--- src/rtl/inservice_resolver.sv ---
// In-service register and priority resolver for an 8-level interrupt controller.
// Define SPECIAL_MASK_EN to let smm hide masked in-service levels from the isr priority scan.
module inservice_resolver #(
    parameter int unsigned INTA_SYNC_STAGES = 2
) (
    input  logic       clk,
    input  logic       reset,
    input  logic [7:0] irr,
    input  logic [7:0] imr,
    input  logic       INTA,
    input  logic       AEOI,
    input  logic       eoiValid,
    input  logic       eoiSpecific,
    input  logic       eoiRotate,
    input  logic [2:0] eoiLevel,
    input  logic       smm,
    output logic       INT,
    output logic [7:0] isr,
    output logic [2:0] highestPriority,
    output logic       currentPulse,
    output logic       spurious
);

    if (INTA_SYNC_STAGES < 2 || INTA_SYNC_STAGES > 4) begin : g_bad_sync_stages
        $error("INTA_SYNC_STAGES must be in the range 2-4");
    end

    typedef enum logic [1:0] {
        StIdle,
        StAck1,
        StAck2
    } state_e;

    state_e state_q, state_d;

    logic [INTA_SYNC_STAGES-1:0] inta_sync_q;
    logic                        inta_prev_q;
    logic                        inta_fall;

    logic       int_q, int_d;
    logic [7:0] isr_q, isr_d;
    logic [7:0] isr_set, isr_clr;
    logic [2:0] hp_q, hp_d;
    logic       cp_q, cp_d;
    logic       sp_q, sp_d;
    logic [2:0] low_pri_q, low_pri_d;

    logic [7:0] cand;
    logic [7:0] is_mask;
    logic       req_any, is_any;
    logic [2:0] req_lvl, is_lvl;
    logic       ack_take;

    // Rank 0 is the highest priority; the level just above lowPri gets rank 0.
    function automatic logic [2:0] rank_of(input logic [2:0] lvl, input logic [2:0] low);
        return lvl - low - 3'd1;
    endfunction

    // INTA is asynchronous; idle-high flops make reset look like INTA released.
    always_ff @(posedge clk or posedge reset) begin
        if (reset) begin
            inta_sync_q <= '1;
            inta_prev_q <= 1'b1;
        end else begin
            inta_sync_q <= {inta_sync_q[INTA_SYNC_STAGES-2:0], INTA};
            inta_prev_q <= inta_sync_q[INTA_SYNC_STAGES-1];
        end
    end

    assign inta_fall = inta_prev_q & ~inta_sync_q[INTA_SYNC_STAGES-1];

    assign cand = irr & ~imr;

`ifdef SPECIAL_MASK_EN
    assign is_mask = smm ? (isr_q & ~imr) : isr_q;
`else
    assign is_mask = isr_q;
    logic unused_smm;
    assign unused_smm = smm;
`endif

    // Scan from the lowest priority upward so the highest-priority hit is written last.
    always_comb begin
        logic [2:0] lvl;
        req_any = 1'b0;
        req_lvl = 3'd0;
        is_any  = 1'b0;
        is_lvl  = 3'd0;
        lvl     = 3'd0;
        for (int r = 7; r >= 0; r--) begin
            lvl = low_pri_q + 3'd1 + 3'(r);
            if (cand[lvl]) begin
                req_any = 1'b1;
                req_lvl = lvl;
            end
            if (is_mask[lvl]) begin
                is_any = 1'b1;
                is_lvl = lvl;
            end
        end
    end

    // A first INTA is taken if a request is pending or INT was already raised.
    assign ack_take = inta_fall & (int_q | req_any);

    always_ff @(posedge clk or posedge reset) begin
        if (reset) begin
            state_q <= StIdle;
        end else begin
            state_q <= state_d;
        end
    end

    always_comb begin
        state_d = state_q;
        unique case (state_q)
            StIdle: if (ack_take) state_d = StAck1;
            StAck1: if (inta_fall) state_d = StAck2;
            StAck2: state_d = StIdle;
            default: state_d = StIdle;
        endcase
    end

    always_comb begin
        int_d     = 1'b0;
        isr_set   = 8'h00;
        isr_clr   = 8'h00;
        hp_d      = hp_q;
        cp_d      = cp_q;
        sp_d      = sp_q;
        low_pri_d = low_pri_q;

        unique case (state_q)
            StIdle: begin
                if (ack_take) begin
                    cp_d = 1'b1;
                    if (req_any) begin
                        isr_set[req_lvl] = 1'b1;
                        hp_d             = req_lvl;
                        sp_d             = 1'b0;
                    end else begin
                        hp_d = 3'd7;
                        sp_d = 1'b1;
                    end
                end else begin
                    int_d = req_any &
                            (!is_any || (rank_of(req_lvl, low_pri_q) < rank_of(is_lvl, low_pri_q)));
                end
            end
            StAck1: begin
                if (inta_fall) cp_d = 1'b0;
            end
            StAck2: begin
                if (AEOI && !sp_q) begin
                    isr_clr[hp_q] = 1'b1;
                    if (eoiRotate) low_pri_d = hp_q;
                end
            end
            default: ;
        endcase

        // An explicit EOI command takes precedence over an automatic rotate.
        if (eoiValid) begin
            if (eoiSpecific) begin
                isr_clr[eoiLevel] = 1'b1;
                if (eoiRotate) low_pri_d = eoiLevel;
            end else if (is_any) begin
                isr_clr[is_lvl] = 1'b1;
                if (eoiRotate) low_pri_d = is_lvl;
            end
        end

        // Clear first, then set: an acknowledge beats an EOI on the same bit.
        isr_d = (isr_q & ~isr_clr) | isr_set;
    end

    always_ff @(posedge clk or posedge reset) begin
        if (reset) begin
            int_q     <= 1'b0;
            isr_q     <= 8'h00;
            hp_q      <= 3'd0;
            cp_q      <= 1'b0;
            sp_q      <= 1'b0;
            low_pri_q <= 3'd7;
        end else begin
            int_q     <= int_d;
            isr_q     <= isr_d;
            hp_q      <= hp_d;
            cp_q      <= cp_d;
            sp_q      <= sp_d;
            low_pri_q <= low_pri_d;
        end
    end

    assign INT             = int_q;
    assign isr             = isr_q;
    assign highestPriority = hp_q;
    assign currentPulse    = cp_q;
    assign spurious        = sp_q;

endmodule

--- config.mk ---
export PLATFORM = sky130hd
export DESIGN_NAME = inservice_resolver
export DESIGN_NICKNAME = d
export VERILOG_FILES = /design/src/rtl/inservice_resolver.sv
export SDC_FILE = /design/constraint.sdc
export NUM_CORES = 1
export LEC_CHECK = 0
export ABC_AREA = 1
export CELL_PAD_IN_SITES_DETAIL_PLACEMENT = 0
export CELL_PAD_IN_SITES_GLOBAL_PLACEMENT = 1
export CORE_MARGIN = 3
export CORE_UTILIZATION = 25
export CTS_CLUSTER_DIAMETER = 120
export DETAILED_ROUTE_END_ITERATION = 6
export PLACE_DENSITY = 0.55
export SLEW_MARGIN = 20
export SYNTH_ARGS = -nofsm -noshare
export SYNTH_HDL_FRONTEND = slang
export SYNTH_SLANG_ARGS = --single-unit
--- constraint.sdc ---
create_clock -name clk -period 7.2 [get_ports clk]
set_input_delay 1.8 -clock clk [delete_from_list [all_inputs] [get_ports clk]]
set_output_delay 1.8 -clock clk [all_outputs]
set_load 0.05 [all_outputs]
# ---- Word level (Yosys, flattened, before mapping)
# Index checks and enable logic that the tools add are counted.
dict set report op_classes {
  addsub 12
  n_lt_le_gt_ge 17
  n_eq_ne 4
  n_mux 98
  bitwise 12
  reduce_logical 13
}
# op count
set ops {}
lappend ops {{3-bit 2-to-1 mux} 25}
lappend ops {{8-bit 2-to-1 mux} 8}
lappend ops {{1-bit binary-select mux with 3-bit select} 16}
lappend ops {{3-bit by 4-bit < comparator with 1-bit output, second input constant} 12}
lappend ops {{1-bit 2-to-1 mux} 41}
lappend ops {{8-bit bitwise OR} 3}
lappend ops {{8-bit bitwise AND} 2}
lappend ops {{8-bit inverter} 2}
lappend ops {{3-bit adder, second input constant} 4}
lappend ops {{1-bit demux with 3-bit select} 4}
lappend ops {{3-bit by 1-bit greater-or-equal comparator with 1-bit output, second input constant} 4}
lappend ops {{3-bit by 1-bit adder with 3-bit output, second input constant} 2}
lappend ops {{3-bit by 2-bit adder with 3-bit output, second input constant} 2}
lappend ops {{3-bit by 1-bit subtractor with 3-bit output, second input constant} 2}
lappend ops {{3-bit subtractor} 2}
lappend ops {{1-bit logical AND} 5}
lappend ops {{2-bit 2-to-1 mux} 2}
lappend ops {{2-bit inequality test, second input constant} 2}
lappend ops {{2-bit case mux with 2 select lines} 1}
lappend ops {{2-bit AND reduction} 2}
lappend ops {{1-bit bitwise AND} 3}
lappend ops {{3-bit < comparator} 1}
lappend ops {{3-bit AND reduction} 1}
lappend ops {{2-bit by 1-bit equality test with 1-bit output, second input constant} 1}
lappend ops {{other kinds (8)} 9}
dict set report totals {
  ff_bits 22
  input_bits 27
  output_inout_bits 14
  word_cells 165
}

# ---- Depth between registers and ports, before layout
dict set report depth {
  word_depth 23
  mapped_depth 29
  mapped_depth_nobuf 27
}

# ---- Least setup slack after synthesis
# Ideal clock, no wire load.
dict set report synth_path {
  path_type {input-to-reg}
  from {in imr[0]}
  to {reg int_q (netlist: INT)}
  setup_ps 86
  arrival_time_ps 4371
  required_time_ps 7114
  setup_slack_ps 2743
  stages 23
  path_buffers 0
  path_cell_list {inv_1 -> nand2_1 -> o21ai_0 -> nand2_1 -> o21ai_2 -> nand2_2 -> nand2_1 -> nor2_2 -> nand2_1 -> nand2_1 -> nand2_1 -> nand2_1 -> nand2_1 -> nand2_2 -> ha_1 -> fa_1 -> xnor2_1 -> xor2_1 -> inv_1 -> ha_1 -> a21oi_1 -> a21oi_1 -> nor3_1}
}
dict set report synth_between {
  elab_chain_len 19
  elab_cells_between_ends 43
  cone_classes {add/sub: 2; order compare: 1; mux: 34; bitwise: 5; reduce/logical: 1}
}
# item line_no
set synth_lines {}
lappend synth_lines {{start, declared} 9} ;# input logic [7:0] imr,
lappend synth_lines {{8-bit inverter (*)} 72} ;# assign cand = irr & ~imr;
lappend synth_lines {{8-bit bitwise AND (*)} 72}
lappend synth_lines {{1-bit binary-select mux with 3-bit select} 92} ;# if (cand[lvl]) begin
lappend synth_lines {{1-bit 2-to-1 mux (implied by the code)} 92}
lappend synth_lines {{3-bit 2-to-1 mux (8 in series)} 92}
lappend synth_lines {{3-bit subtractor} 56} ;# return lvl - low - 3'd1;
lappend synth_lines {{3-bit by 1-bit subtractor with 3-bit output} 56}
lappend synth_lines {{3-bit < comparator} 147} ;# (!is_any || (rank_of(req_lvl, low_pri_q) < rank_of(is_lvl, low_pri_q)));
lappend synth_lines {{1-bit logical OR} 147}
lappend synth_lines {{1-bit bitwise AND} 146} ;# int_d = req_any &
lappend synth_lines {{1-bit 2-to-1 mux (*)} 135} ;# if (ack_take) begin
lappend synth_lines {{1-bit 2-to-1 mux (*)} 133} ;# unique case (state_q)
lappend synth_lines {{net int_d} 40} ;# logic int_q, int_d;
lappend synth_lines {{end signal, assigned} 186} ;# int_q <= int_d;
lappend synth_lines {{end, declared} 40}
# The timed path passes the listed nets; every way through them passes the cells marked *. The select of a mux whose other input is x is not followed.
# A chain may end at the register's enable or synchronous reset.

# ---- Final worst setup path
dict set report layout_path {
  from {reg low_pri_q[0]}
  to {reg int_q (netlist: INT)}
}
dict set report layout_between {
  elab_chain_len 19
  elab_cells_between_ends 84
  cone_classes {add/sub: 12; order compare: 1; mux: 66; bitwise: 3; reduce/logical: 2}
}
# item line_no
set layout_lines {}
lappend layout_lines {{start, declared} 46} ;# logic [2:0] low_pri_q, low_pri_d;
lappend layout_lines {{start signal, assigned} 191} ;# low_pri_q <= low_pri_d;
lappend layout_lines {{3-bit by 1-bit adder with 3-bit output} 91} ;# lvl = low_pri_q + 3'd1 + 3'(r);
lappend layout_lines {{3-bit adder} 91}
lappend layout_lines {{1-bit binary-select mux with 3-bit select, on equally long branches} {92, 96}}
lappend layout_lines {{1-bit 2-to-1 mux, on equally long branches} {92, 96}}
lappend layout_lines {{3-bit 2-to-1 mux, on equally long branches (8 in series)} {92, 96}}
lappend layout_lines {{3-bit subtractor} 56}
lappend layout_lines {{3-bit by 1-bit subtractor with 3-bit output} 56}
lappend layout_lines {{3-bit < comparator} 147}
lappend layout_lines {{1-bit logical OR} 147}
lappend layout_lines {{1-bit bitwise AND} 146}
lappend layout_lines {{1-bit 2-to-1 mux (*)} 135}
lappend layout_lines {{1-bit 2-to-1 mux (*)} 133}
lappend layout_lines {{net int_d} 40}
# Marks and branches as above.

==> out/results.tsv <==
stage	metric	value	unit
drt	postRouteAntennaNets	0	
sta	holdWs	0.357	ns
logic_synthesis	synth_cells	517	
logic_synthesis	ys.flop_type	dfrtp_1	
drt	first_pass_iters	4	
floorplanning	die_y	114	um
logic_synthesis	ys_ff_latch	22	
global_route	grt_max_degree	27	
sta	rsz0062_at_grt	false	
logic_synthesis	post-synth-top-area-cell	nand2_1	
clock_network	h-tree-depth	1	
floorplanning	core-area	0.0111	mm^2
final_layout	area_growth	19.7	%
outcome	status	completed	
worst_setup_path	crit_top_cell	nand2_1	
worst_setup_path	worst-path-buf-inv	3	
worst_setup_path	slowest_stage	ha_1	
global_route	grt_pass1_vias	3081	
clock_network	cts_tree	built	
placed_design	pre_cts_slack	1.60	ns
worst_setup_path	required	7.37	ns
worst_setup_path	start_kind	register	
sta	max_freq	0.179	GHz
clock_network	clockBufferDepth	2	
global_route	grt_antenna_before_repair	0	
logic_synthesis	syn-mean-instance-area	5.66	um^2
final_layout	drive_gt1_share	11.1	%
logic_synthesis	ys_seq_area_share	19.1	%
clock_network	cts_hold_buffers	0	
drt	wirelength	9.53	mm
sta	layout_setup_ws	1.63	ns
clock_network	worstSkewPairLatency	0.25	ns
sta	relSlewSlack	40.9	%
global_route	grt_remaining_overflow	0	
drt	vias_per_cell	4.56	
final_layout	diodes	0	
logic_synthesis	synth_edf_count	0	
worst_setup_path	crit_fanout	26	
sta	fin_crit_sh	77.4	%
logic_synthesis	synth_nets	552	
worst_setup_path	crit_type	register to register	
clock_network	clockRootBuffer	clkbuf_16	
floorplanning	rows	38	
worst_setup_path	cp_cell_sequence	inv_2 -> ha_1 -> inv_2 -> nand2_1 -> nand2_2 -> nand2_1 -> o21ai_2 -> nand2_2 -> nand2_1 -> nor2_2 -> o21ai_1 -> nand2_1 -> nand2_1 -> nand3_1 -> nand2_2 -> ha_1 -> fa_1 -> xnor2_1 -> xor2_1 -> inv_1 -> ha_1 -> a21oi_1 -> a21oi_1 -> nor3_1	
clock_network	cts_sinks	22	
floorplanning	top_level_ports	41	
floorplanning	die_area	0.0130	mm^2
sta	setup_violations	0	
clock_network	postCtsSetupBuffers	0	
drt	vias	3142	
global_route	grt_pass1_wl	15.9	mm
drt	wl_per_cell	13.8	um
logic_synthesis	yosysWarnings	0	
clock_network	path_clk_slew	0.06	ns
placed_design	port_buffers	39	
sta	period_minus_slack	5.57	ns
placed_design	gp_congestion	0.821	
worst_setup_path	cp_top_family	adder cells	
worst_setup_path	endpoint_kind	register	
placed_design	dpl.hpwl	7.69	mm
logic_synthesis	syn_area	0.00293	mm^2
logic_synthesis	synth_top_area_share	27.7	%
logic_synthesis	synth.area.top_cells	nand2_1 (28%), dfrtp_1 (14%), inv_1 (8.0%)	
final_layout	final_net_count	585	
logic_synthesis	ys_async_sr_fraction	100	%
logic_synthesis	synth_common_cells	nand2_1 (216), inv_1 (62), nand3_1 (45), nor2_1 (28)	
logic_synthesis	ys_types	38	
run	maxCapViolCount	0	
worst_setup_path	slowest_delay	0.88	ns
sta	slew_violations	0	
worst_hold_path	worst_hold_path_type	register to register	
final_layout	nFillCells	1284	
sta	final.setup.tns	0	ns
floorplanning	initial_core_util	26.3	%
sta	skew	0.00202	ns
clock_network	cts_made_buffers	3	
drt	drt_iter0_drc	147	
sta	tightest_slew	0.885	ns
global_route	groute.usage.overall	15.1	%
worst_setup_path	crit_arrival	5.74	ns
sta	finalHoldViolCount	0	
clock_network	cts_resized	0	
logic_synthesis	yosysMostFrequentCell	nand2_1	
drt	drcViolationCount	0	
floorplanning	die_w	114	um
[cell usage in the layout, fill, tap and decap left out, drive strengths merged]
master,n
a21boi,2
a21oi,20
a22oi,2
a31oi,6
bufinv,1
clkbuf,3
clkdlybuf4s50,39
clkinv,1
dfrtp,16
dfstp,6
fa,2
ha,6
inv,75
nand2,239
nand3,45
nand3b,1
nand4,3
nor2,36
nor3,4
nor4,3
o211ai,6
o21a,1
o21ai,24
o21bai,3
o22ai,1
xnor2,2
xor2,2
[stage by stage]
step           utilization [%]  cells  cell area [um^2]
6_report                  31.5    689              3500
5_1_grt                   31.5    689              3500
4_1_cts                   31.5    689              3500
3_5_place_dp              30.5    685              3400
3_3_place_gp              30.5    685              3400
2_1_floorplan                -    517              2930
[state kept, by name (all words and copies together), names as in the netlist]
| register | flops |
|---|---|
| state_q | 2 |
| inta_prev_q | 1 |
| spurious | 1 |
| highestPriority | 3 |
| low_pri_q | 3 |
| isr | 8 |
| INT | 1 |
| currentPulse | 1 |
| inta_sync_q | 2 |
[cells by family (layout without fill, tap and decap cells)]
| group | Yosys count | after routing | share of synthesized area [%] |
|---|---|---|---|
| compound gates | 65 | 65 | 13.3 |
| xor+xnor | 4 | 4 | 1.20 |
| fa+ha+maj | 8 | 8 | 3.93 |
| buf+inv | 87 | 119 | 13.0 |
| flops | 22 | 22 | 19.1 |
| simple gates | 331 | 331 | 49.5 |
[path summary, 6_finish.rpt]
| check | endpoint | cells past startpoint | slack, ns | start |
|---|---|---|---|---|
| setup / recovery | INT | 24 | 1.63 | low_pri_q[0] |
| hold / removal | inta_sync_q[1] | 0 | 0.36 | inta_sync_q[0] |
| setup reg to reg | INT | 24 | 1.63 | low_pri_q[0] |
| hold reg to reg | inta_sync_q[1] | 0 | 0.36 | inta_sync_q[0] |
| max in group asynchronous | isr[2] | 2 | 4.63 | reset |
| min in group asynchronous | currentPulse | 2 | 2.03 | reset |
[area by class of cell]
type                       count  area (um^2)  area share [%]
inverter                      76          288            8.21
clock inverter                 1         30.0           0.857
sequential                    22          558            15.9
timing repair buffer          39          390            11.1
tap                          140          175            5.00
clock buffer                   3         75.1            2.14
multi-input combinational    408         1990            56.7
[layer usage]
metal / share of wire, % / global-route usage, % / vias to the layer above
li1: - / - / 1690
met1: 49 / 20.3 / 1380
met2: 47 / 26.5 / 66
met3: 3.5 / 1.43 / 6
met4: 0.98 / 2.53 / 0
met5: 0 / 0 / -
Power is not shown: default switching activity piles up to over one toggle a cycle in this logic, so the estimate is an artifact.
==> variant, RTL diff (same settings) <==
Reset style: synchronous (`reset`), changed in 3 clocked blocks. Comments in the files are not updated.
--- a/src/rtl/inservice_resolver.sv
+++ b/src/rtl/inservice_resolver.sv
@@ -57,7 +57,7 @@
     endfunction
 
     // INTA is asynchronous; idle-high flops make reset look like INTA released.
-    always_ff @(posedge clk or posedge reset) begin
+    always_ff @(posedge clk) begin
         if (reset) begin
             inta_sync_q <= '1;
             inta_prev_q <= 1'b1;
@@ -103,7 +103,7 @@
     // A first INTA is taken if a request is pending or INT was already raised.
     assign ack_take = inta_fall & (int_q | req_any);
 
-    always_ff @(posedge clk or posedge reset) begin
+    always_ff @(posedge clk) begin
         if (reset) begin
             state_q <= StIdle;
         end else begin
@@ -174,7 +174,7 @@
         isr_d = (isr_q & ~isr_clr) | isr_set;
     end
 
-    always_ff @(posedge clk or posedge reset) begin
+    always_ff @(posedge clk) begin
         if (reset) begin
             int_q     <= 1'b0;
             isr_q     <= 8'h00;
Check against the original RTL: differs if reset is asserted again (counterexample within 4 cycles, from zero or initial values and one cycle with reset high); with reset held inactive, the same outputs for 4 cycles.
==> variant against the unedited design <==
- first-iteration DRC count rose by 44%
- worst setup slack improved by 0.70 ns
- synthesized area unchanged
- sequential cell count stayed put
- synthesized cell count rose by 0.97%
- wire length is 2.7% higher
- cell area fell by 1.4%
Power is left out: it rests on default switching activity, and per cell area and clock period it moved more than threefold.
==> variant: results <==
metrics = {
    "sta": {
        "fin_crit_sh_pct": 67.6,
        "skew_ns": 0.00203,
        "worst_hold_slack_ns": 0.416,
        "relSlewSlack_pct": 54.7,
    },
    "hold_path": {
        "hold_depth": 1,
        "whs_endpoint": "inta_sync_q[1]",
        "hp-start": "inta_sync_q[0]",
    },
    "setup_path": {
        "reg2reg_from": "low_pri_q[0]",
        "r2r_slack_ns": 2.73,
        "ff2ff_path_depth": 23,
        "path_max_fanout": 4,
        "cpPeakStageDelay_ns": 0.45,
        "crit_path_top_delay_cell": "clkdlybuf4s50_1",
        "cp_top_family": "simple AND/OR/NAND/NOR gates",
        "endpoint": "INT",
        "arrival_ns": 5.05,
        "worstSetupStartpoint": "irr[0]",
    },
    "layout": {
        "drive_above_1_share_pct": 12.9,
        "largest_register_ffs": 8,
        "antennaDiodeCount": 0,
        "nets": 587,
    },
    "clocking": {
        "clock_latency_ns": 0.25,
        "cts_resized": 0,
        "cts-htree-levels": 1,
    },
    "placement": {
        "pre_cts_slack_ns": 2.04,
        "numPlacedInstances": 687,
        "dpl_cell_area_um2": 3380,
        "dpl.hpwl_um": 7950,
        "gp_congestion": 0.850,
        "portBuffers": 39,
    },
    "global_routing": {
        "grt_use_total_pct": 15.3,
        "grt_pass1_wl_um": 16100,
        "antenna_found_initial": 0,
        "grt_max_degree": 27,
        "grt_pass1_vias": 3151,
    },
    "synth": {
        "ys_top_cells_by_area": "nand2_1 23%, dfxtp_1 15%, nand3_1 10%",
        "ys_async_sr_fraction_pct": 0,
        "synth_common_cells": "180 x nand2_1, 59 x nand3_1, 56 x inv_1",
        "syn_nets": 557,
        "synth_xor_area_share_pct": 1.20,
        "synth_compound_area_share_pct": 16.5,
        "synth.distinct_cells": 42,
        "syn_area_per_cell_um2": 5.61,
        "yosysSeqAreaShare_pct": 15.0,
        "synth_flop_cell": "dfxtp_1",
    },
    "detailed_routing": {
        "wl_per_cell_um": 14.2,
        "drtIter0Drc": 211,
        "wl_um": 9800,
        "via_per_inst": 4.68,
        "dr.pass1.iters": 4,
    },
    "run_status": {
        "status": "completed",
    },
}
==> variant: cell count changes in the layout (fill, tap and decap cells not counted), sizes merged, moves of 4 or more <==
cell | before | now
inv | 75 | 70
o21ai | 24 | 29
dfstp | 6 | 0
nand2 | 239 | 210
nor2 | 36 | 32
a21oi | 20 | 38
nand3 | 45 | 65
a31oi | 6 | 0
dfxtp | 0 | 22
dfrtp | 16 | 0
o211ai | 6 | 2
==> variant: cell families after synthesis <==
group,Yosys count
xor+xnor,4
fa+ha+maj,8
compound gates,84
flops,22
buf+inv,86
simple gates,318
==> variant: metal layers <==
layer	vias to the layer above	GRT usage [%]	part of all wire [%]
met5	-	0	0
li1	1726	-	-
met4	0	2.45	0.47
met3	4	2.27	3.7
met2	40	25.7	46
met1	1456	21.0	49
==> variant: final cells by class <==
type                    instances  area, um^2
inverters                      70         268
well taps                     140         175
fillers                      1289        7670
repair buffers                 41         405
flip-flops and latches         22         440
clock buffers                   3        75.1
multi-input cells             414        2090
